<file path="src/rtl/ysyx_23060203_ifu.sv">
// Instruction fetch unit: single-outstanding fetch FSM with a one-entry output
// buffer, static next-PC prediction and flush/jump redirect handling.
module ysyx_23060203_ifu #(
    parameter logic [31:0] RESET_PC = 32'h3000_0000
) (
    input  logic        clock,
    input  logic        reset,
    input  logic        flush,
    input  logic [31:0] flush_dnpc,
    input  logic        jump_flush,
    input  logic [31:0] jump_dnpc,
    output logic        mem_req_valid,
    input  logic        mem_req_ready,
    output logic [31:0] mem_req_addr,
    input  logic        mem_rsp_valid,
    input  logic [31:0] mem_rsp_data,
    input  logic        out_ready,
    output logic        out_valid,
    output logic [31:0] out_pc,
    output logic [31:0] out_inst
);

    localparam int unsigned XLEN = 32;

    typedef enum logic [1:0] {
        S_REQ  = 2'd0,
        S_WAIT = 2'd1,
        S_HOLD = 2'd2
    } state_t;

    state_t            state_q, state_n;
    logic [XLEN-1:0]   pc_q, pc_n;
    logic              discard_q, discard_n;
    logic [XLEN-1:0]   out_pc_q, out_pc_n;
    logic [XLEN-1:0]   out_inst_q, out_inst_n;

    logic              redirect;
    logic [XLEN-1:0]   redirect_pc;
    logic [XLEN-1:0]   imm_j;
    logic [XLEN-1:0]   imm_b;
    logic [XLEN-1:0]   pred_pc;

    assign redirect    = flush | jump_flush;
    assign redirect_pc = flush ? flush_dnpc : jump_dnpc;

    // Static prediction from the arriving word: JAL taken, backward branch taken
    assign imm_j = {{12{mem_rsp_data[31]}}, mem_rsp_data[19:12], mem_rsp_data[20],
                    mem_rsp_data[30:21], 1'b0};
    assign imm_b = {{20{mem_rsp_data[31]}}, mem_rsp_data[7], mem_rsp_data[30:25],
                    mem_rsp_data[11:8], 1'b0};

    always_comb begin
        pred_pc = pc_q + XLEN'(4);
        if (mem_rsp_data[6:2] == 5'b11011) begin
            pred_pc = pc_q + imm_j;
        end else if (mem_rsp_data[6:2] == 5'b11000 && mem_rsp_data[31]) begin
            pred_pc = pc_q + imm_b;
        end
    end

    always_ff @(posedge clock) begin
        if (reset) begin
            state_q    <= S_REQ;
            pc_q       <= RESET_PC;
            discard_q  <= 1'b0;
            out_pc_q   <= '0;
            out_inst_q <= '0;
        end else begin
            state_q    <= state_n;
            pc_q       <= pc_n;
            discard_q  <= discard_n;
            out_pc_q   <= out_pc_n;
            out_inst_q <= out_inst_n;
        end
    end

    // Next-state: pc_q holds the fetch PC, and the predicted PC once buffered
    always_comb begin
        state_n    = state_q;
        pc_n       = pc_q;
        discard_n  = discard_q;
        out_pc_n   = out_pc_q;
        out_inst_n = out_inst_q;

        unique case (state_q)
            S_REQ: begin
                if (redirect) begin
                    pc_n = redirect_pc;
                end
                if (mem_req_ready) begin
                    state_n   = S_WAIT;
                    discard_n = redirect;
                end
            end
            S_WAIT: begin
                if (mem_rsp_valid) begin
                    if (discard_q) begin
                        discard_n = 1'b0;
                        state_n   = S_REQ;
                        if (redirect) begin
                            pc_n = redirect_pc;
                        end
                    end else if (redirect) begin
                        state_n = S_REQ;
                        pc_n    = redirect_pc;
                    end else begin
                        state_n    = S_HOLD;
                        out_pc_n   = pc_q;
                        out_inst_n = mem_rsp_data;
                        pc_n       = pred_pc;
                    end
                end else if (redirect) begin
                    pc_n      = redirect_pc;
                    discard_n = 1'b1;
                end
            end
            S_HOLD: begin
                if (redirect) begin
                    state_n = S_REQ;
                    pc_n    = redirect_pc;
                end else if (out_ready) begin
                    state_n = S_REQ;
                end
            end
            default: begin
                state_n = S_REQ;
            end
        endcase
    end

    assign mem_req_valid = (state_q == S_REQ);
    assign mem_req_addr  = pc_q;
    assign out_valid     = (state_q == S_HOLD) & ~flush & ~jump_flush;
    assign out_pc        = out_pc_q;
    assign out_inst      = out_inst_q;

endmodule

</file>
<file path="config.mk">
export PLATFORM = sky130hd
export DESIGN_NAME = ysyx_23060203_ifu
export DESIGN_NICKNAME = d
export VERILOG_FILES = /design/src/rtl/ysyx_23060203_ifu.sv
export SDC_FILE = /design/constraint.sdc
export NUM_CORES = 1
export LEC_CHECK = 0
export CORE_ASPECT_RATIO = 1.2
export CORE_UTILIZATION = 45
export DETAILED_ROUTE_END_ITERATION = 16
export PLACE_DENSITY = 0.74
export RECOVER_POWER = 50
export SYNTH_ARGS = -nofsm -noshare
export SYNTH_HDL_FRONTEND = slang
export SYNTH_SLANG_ARGS = --single-unit
</file>
<file path="constraint.sdc">
create_clock -name clock -period 3.29 [get_ports clock]
set_clock_uncertainty 0.05 [all_clocks]
set_input_delay 0.4935 -clock clock [delete_from_list [all_inputs] [get_ports clock]]
set_output_delay 0.4935 -clock clock [all_outputs]
set_load 0.02 [all_outputs]
</file>
### Word-level counts from Yosys, hierarchy flattened

Cells that the tools add are included.

| operators by class | value |
|---|---|
| muxes and demuxes | 19 |
| equality and inequality tests | 8 |
| $add $sub $neg | 3 |
| bitwise gates (word level) | 7 |
| reductions and logical operators | 8 |

Operators by type and width:

| kind | count |
|---|---|
| 32-bit two-way mux | 7 |
| 32-bit adder | 2 |
| 32-bit case mux with 2 select lines | 1 |
| 32-bit by 3-bit adder with 32-bit output, second input constant | 1 |
| 2-bit two-way mux | 6 |
| 5-bit equality test, second input constant | 2 |
| 3-bit != test, second input constant | 2 |
| 2-bit case mux with 3 select lines | 1 |
| 3-bit AND reduction | 2 |
| 1-bit inverter | 4 |
| 4-bit AND reduction | 1 |
| 2-bit nonzero test | 2 |
| 1-bit two-way mux | 3 |
| 1-bit bitwise AND | 2 |
| 2-bit by 1-bit equality test with 1-bit output, second input constant | 1 |
| 2-bit equality test, second input constant | 1 |
| 2-bit zero test | 1 |
| 2-bit by 1-bit != test with 1-bit output, second input constant | 1 |
| 2-bit != test, second input constant | 1 |
| 1-bit case mux with 2 select lines | 1 |
| 2-bit OR reduction | 1 |
| 1-bit logical AND | 1 |
| 1-bit bitwise OR | 1 |

| storage, ports and cells | value |
|---|---|
| flip-flop bits (word level) | 99 |
| logic and storage cells | 50 |
| input port bits | 103 |
| output and inout bits | 98 |

### Longest topological paths before layout

Gate-level depths: netlist of the first run.

| logic depth | value |
|---|---|
| word-level depth | 8 |
| mapped depth | 12 |
| gate-level depth less buffers | 12 |

### Least setup slack after synthesis of the first run

Ideal clock, no wire load.

| timing path | value |
|---|---|
| path type | reg-to-reg |
| start | reg pc_q[2] (netlist: mem_req_addr[2]) |
| end | reg pc_q[21] (netlist: mem_req_addr[21]) |
| path slack | 0.369 ns |
| period minus slack after synthesis | 2.921 ns |
| stages on the path, launching flop included | 12 |
| arrival time | 2.801 ns |
| required time | 3.170 ns |
| cells stage by stage | dfxtp_1 > inv_1 > fa_1 > nand2b_1 > a21oi_2 > o211ai_1 > a21o_2 > a21oi_4 > nor2_1 > a211o_1 > a221o_1 > a21oi_1 |

| on the way | value |
|---|---|
| word-level cells in the longest chain between the ends | 7 |
| elaborated cells between the ends (all ways) | 9 |

RTL lines:

| what | RTL line | text |
|---|---|---|
| from (decl) | 32 | `logic [XLEN-1:0] pc_q, pc_n;` |
| from (signal assigned) | 70 | `pc_q <= pc_n;` |
| 32-bit by 3-bit adder with 32-bit output / 32-bit adder (equally long branches) | 53, 57 |  |
| 32-bit two-way mux | 56 | `end else if (mem_rsp_data[6:2] == 5'b11000 && mem_rsp_data[31]) begin` |
| 32-bit two-way mux * | 54 | `if (mem_rsp_data[6:2] == 5'b11011) begin` |
| 32-bit two-way mux * | 103 | `end else if (redirect) begin` |
| 32-bit two-way mux * | 97 | `if (discard_q) begin` |
| 32-bit two-way mux * | 96 | `if (mem_rsp_valid) begin` |
| 32-bit case mux with 2 select lines * | 85 | `unique case (state_q)` |

Mark *: on every way between the ends. The rest lies on a longest branch, timed or not.
A chain may end at the register's enable or synchronous reset.

### Worst setup path in the final report of the first run

| timing path | value |
|---|---|
| start | in mem_rsp_data[9] |
| end | reg pc_q[26] (netlist: mem_req_addr[26]) |

| on the way | value |
|---|---|
| word-level cells in the longest chain between the ends | 7 |

RTL lines:

| what | RTL line | text |
|---|---|---|
| from (decl) | 16 | `input logic [31:0] mem_rsp_data,` |
| 32-bit adder | 57 | `pred_pc = pc_q + imm_b;` |
| 32-bit two-way mux | 56 |  |
| 32-bit two-way mux | 54 |  |
| 32-bit two-way mux | 103 |  |
| 32-bit two-way mux | 97 |  |
| 32-bit two-way mux | 96 |  |
| 32-bit case mux with 2 select lines | 85 |  |

No other way between the ends.

==> results of run 1 <==
[through the flow]
stage                     cell area (sq um)  total power, mW  std cells   util
after floorplan                        8280             2.15       1181      -
after global placement                11500             2.91       1687  0.648
after detailed placement              11500             2.92       1687  0.648
after CTS                             11800             4.11       1703  0.666
after global routing                  11800             4.27       1703  0.666
final                                 11800             4.11       1704  0.666
[state kept, by name, summed over array words and instances (netlist names)]
| register | cells |
|---|---|
| discard_q | 1 |
| mem_req_addr | 32 |
| out_inst | 32 |
| out_pc | 32 |
| state_q | 2 |
[cell families (layout without fill, tap and decap cells)]
| kind of cell | Yosys count | count (layout) | share of synthesized area |
|---|---|---|---|
| simple gates | 442 | 442 | 0.241 |
| compound gates | 426 | 426 | 0.326 |
| flops | 99 | 99 | 0.239 |
| buf+inv | 99 | 401 | 0.0469 |
| xor+xnor | 56 | 56 | 0.0593 |
| fa+ha+maj | 46 | 46 | 0.0713 |
| mux | 13 | 13 | 0.0159 |
| other cells | 0 | 1 | 0 |
[power breakdown]
group	switching [mW]	leakage, nW	total, mW	internal, mW
combinational	0.874	3.94	1.60	0.728
sequential	0.0742	0.807	1.31	1.24
clock	0.569	0.154	1.20	0.629
[area by class of cell]
class / count / share of cell area
diodes: 1 / 0.000211
inverters: 20 / 0.00634
clock inverters: 6 / 0.00698
multi-input cells: 983 / 0.500
flip-flops and latches: 99 / 0.167
well taps: 220 / 0.0233
clock buffers: 10 / 0.0202
repair buffers: 365 / 0.275
[placed cells by master, fill, tap and decap left out, types with 5 or more instances in the layout]
master           count
a211oi_1            27
a21o_1              13
a21oi_1            156
a221oi_1             9
a22oi_1              7
a311oi_1             5
a31oi_1             15
and3_1              20
and4_1               8
buf_4              162
clkbuf_16            9
clkdlybuf4s50_1    104
dfxtp_1             99
dlygate4sd3_1       95
ha_1                44
inv_1               20
mux2i_1             12
nand2_1            209
nand2b_1            15
nand3_1             26
nand4_1             16
nor2_1              92
nor2b_1              7
nor3_1              21
nor4_1               5
o211ai_1            20
o21a_1               5
o21ai_0             73
o21ai_1             10
o21bai_1            12
o221ai_1             6
o22ai_1             17
o31ai_1              6
or3_1                9
xnor2_1             29
xor2_1              27
[worst max-delay path: stages]
cell and delay [ps]:
clkdlybuf4s50_1 520, ha_1 260, a211oi_1 390, o21ai_1 200, a31oi_4 230, o211ai_2 140, a41oi_2 290, mux2i_1 210
nor2_1 60, o31ai_1 360, buf_4 180, a2111oi_2 50
[worst paths after layout]
kind	start	to	slack, ps	cells past startpoint
worst max-delay path	mem_rsp_data[9]	mem_req_addr[26]	90	12
worst min-delay path	out_inst[14]	out_inst[14]	400	2
worst max register to register	mem_req_addr[2]	mem_req_addr[26]	110	11
worst min register to register	out_inst[14]	out_inst[14]	400	2
[per-layer routing]
metal	up-vias	part of all wire	global-route usage
li1	4909	-	-
met1	4772	0.35	0.391
met2	576	0.49	0.668
met3	177	0.072	0.0551
met4	0	0.081	0.316
met5	-	0	0
==> reports/metrics.csv, run 1 <==
metric;value;unit
seq_area;0.00198;sq mm
worstSetupEndpointType;flip-flop;
worst_setup_path_start_kind;input port;
whs;400;ps
cts_resized;0;
synth_edf_count;0;
slew_headroom;0.272;
outcome;finished, final reports clean;
drv_slew;0;
ios;201;
die_width;126;um
clockRootBuffer;clkbuf_16;
cts-htree-levels;3;
ys.warnings.count;0;
place_ws;-211;ps
grt_usage;0.374;
yosys_most_used_dff;dfxtp_1;
setup_slack;86.8;ps
port_buffers;200;
start_util;0.466;
synth-seq-cells;99;
grt_pass1_wl;54.1;mm
via_per_inst;6.12;
ys_seq_area_frac;0.239;
crit_required;3480;ps
syn_nets;1330;
synth_top_area_frac;0.239;
setup_violations;0;
max-cap-violations;0;
antenna_found_initial;1;
num_rows;53;
numCtsBuffers;9;
multi_input_area;0.00592;sq mm
first_pass_iters;5;
async_reset_ff_frac;0;
rsz0062_at_grt;yes;
hold_class;reg -> reg;
syn_to_final_growth;43.0;%
detail-route-antenna-nets;0;
clkSlewWorstSetupHoldPaths;80;ps
min_period;3200;ps
peakVddDrop;273;uV
post_cts_buffers;0;
place.gp.congestion;0.988;
drt-initial-drc-count;1096;
synth_most_common_cell;nand2_1;
overflow;0;
synth_common_cells;nand2_1, a21oi_1, dfxtp_1;
critPathMaxFanout;3;
cts_tree;yes;
dr_total_vias;10434;
wl;35.8;mm
hold_viol;0;
final_layout_size_suffix_gt1_frac;0.136;
synthCells;1181;
routedWlPerCell;21.0;um
clkLatencyLatePin;370;ps
fmaxAchievable;312;MHz
crit_type;in -> reg;
fin_crit_sh;0.974;
first_global_vias;10276;
worst_ep_arrival_time;3390;ps
core-area;0.0178;sq mm
tns;0;ps
dpl.hpwl;27.8;mm
worstMarginPinSlew;1090;ps
cts.sink_count;99;
syn-cell-area;0.00828;sq mm
grt_max_degree;74;
syn-mean-instance-area;7.01;sq um
chipHeight;151;um
p_leak;4.90;nW
nets;1627;
die-area;0.0189;sq mm
synth_largest_area_cell;dfxtp_1;
synthTopCellsByArea;dfxtp_1, nand2_1, a21oi_1;
clk_path_buf_depth;2;
holdBufCountCts;0;
drc;0;
powerDensity;348;mW/mm^2
synthDistinctLibCells;73;
final.fill_count;1593;
Power figures use the tool's default switching activity.
==> run 2, diff against run 1 <==
Settings changed: SLEW_MARGIN set to 25.
==> results of run 2 <==
No change in the layout: final DEF, timing and power equal those of run 1.
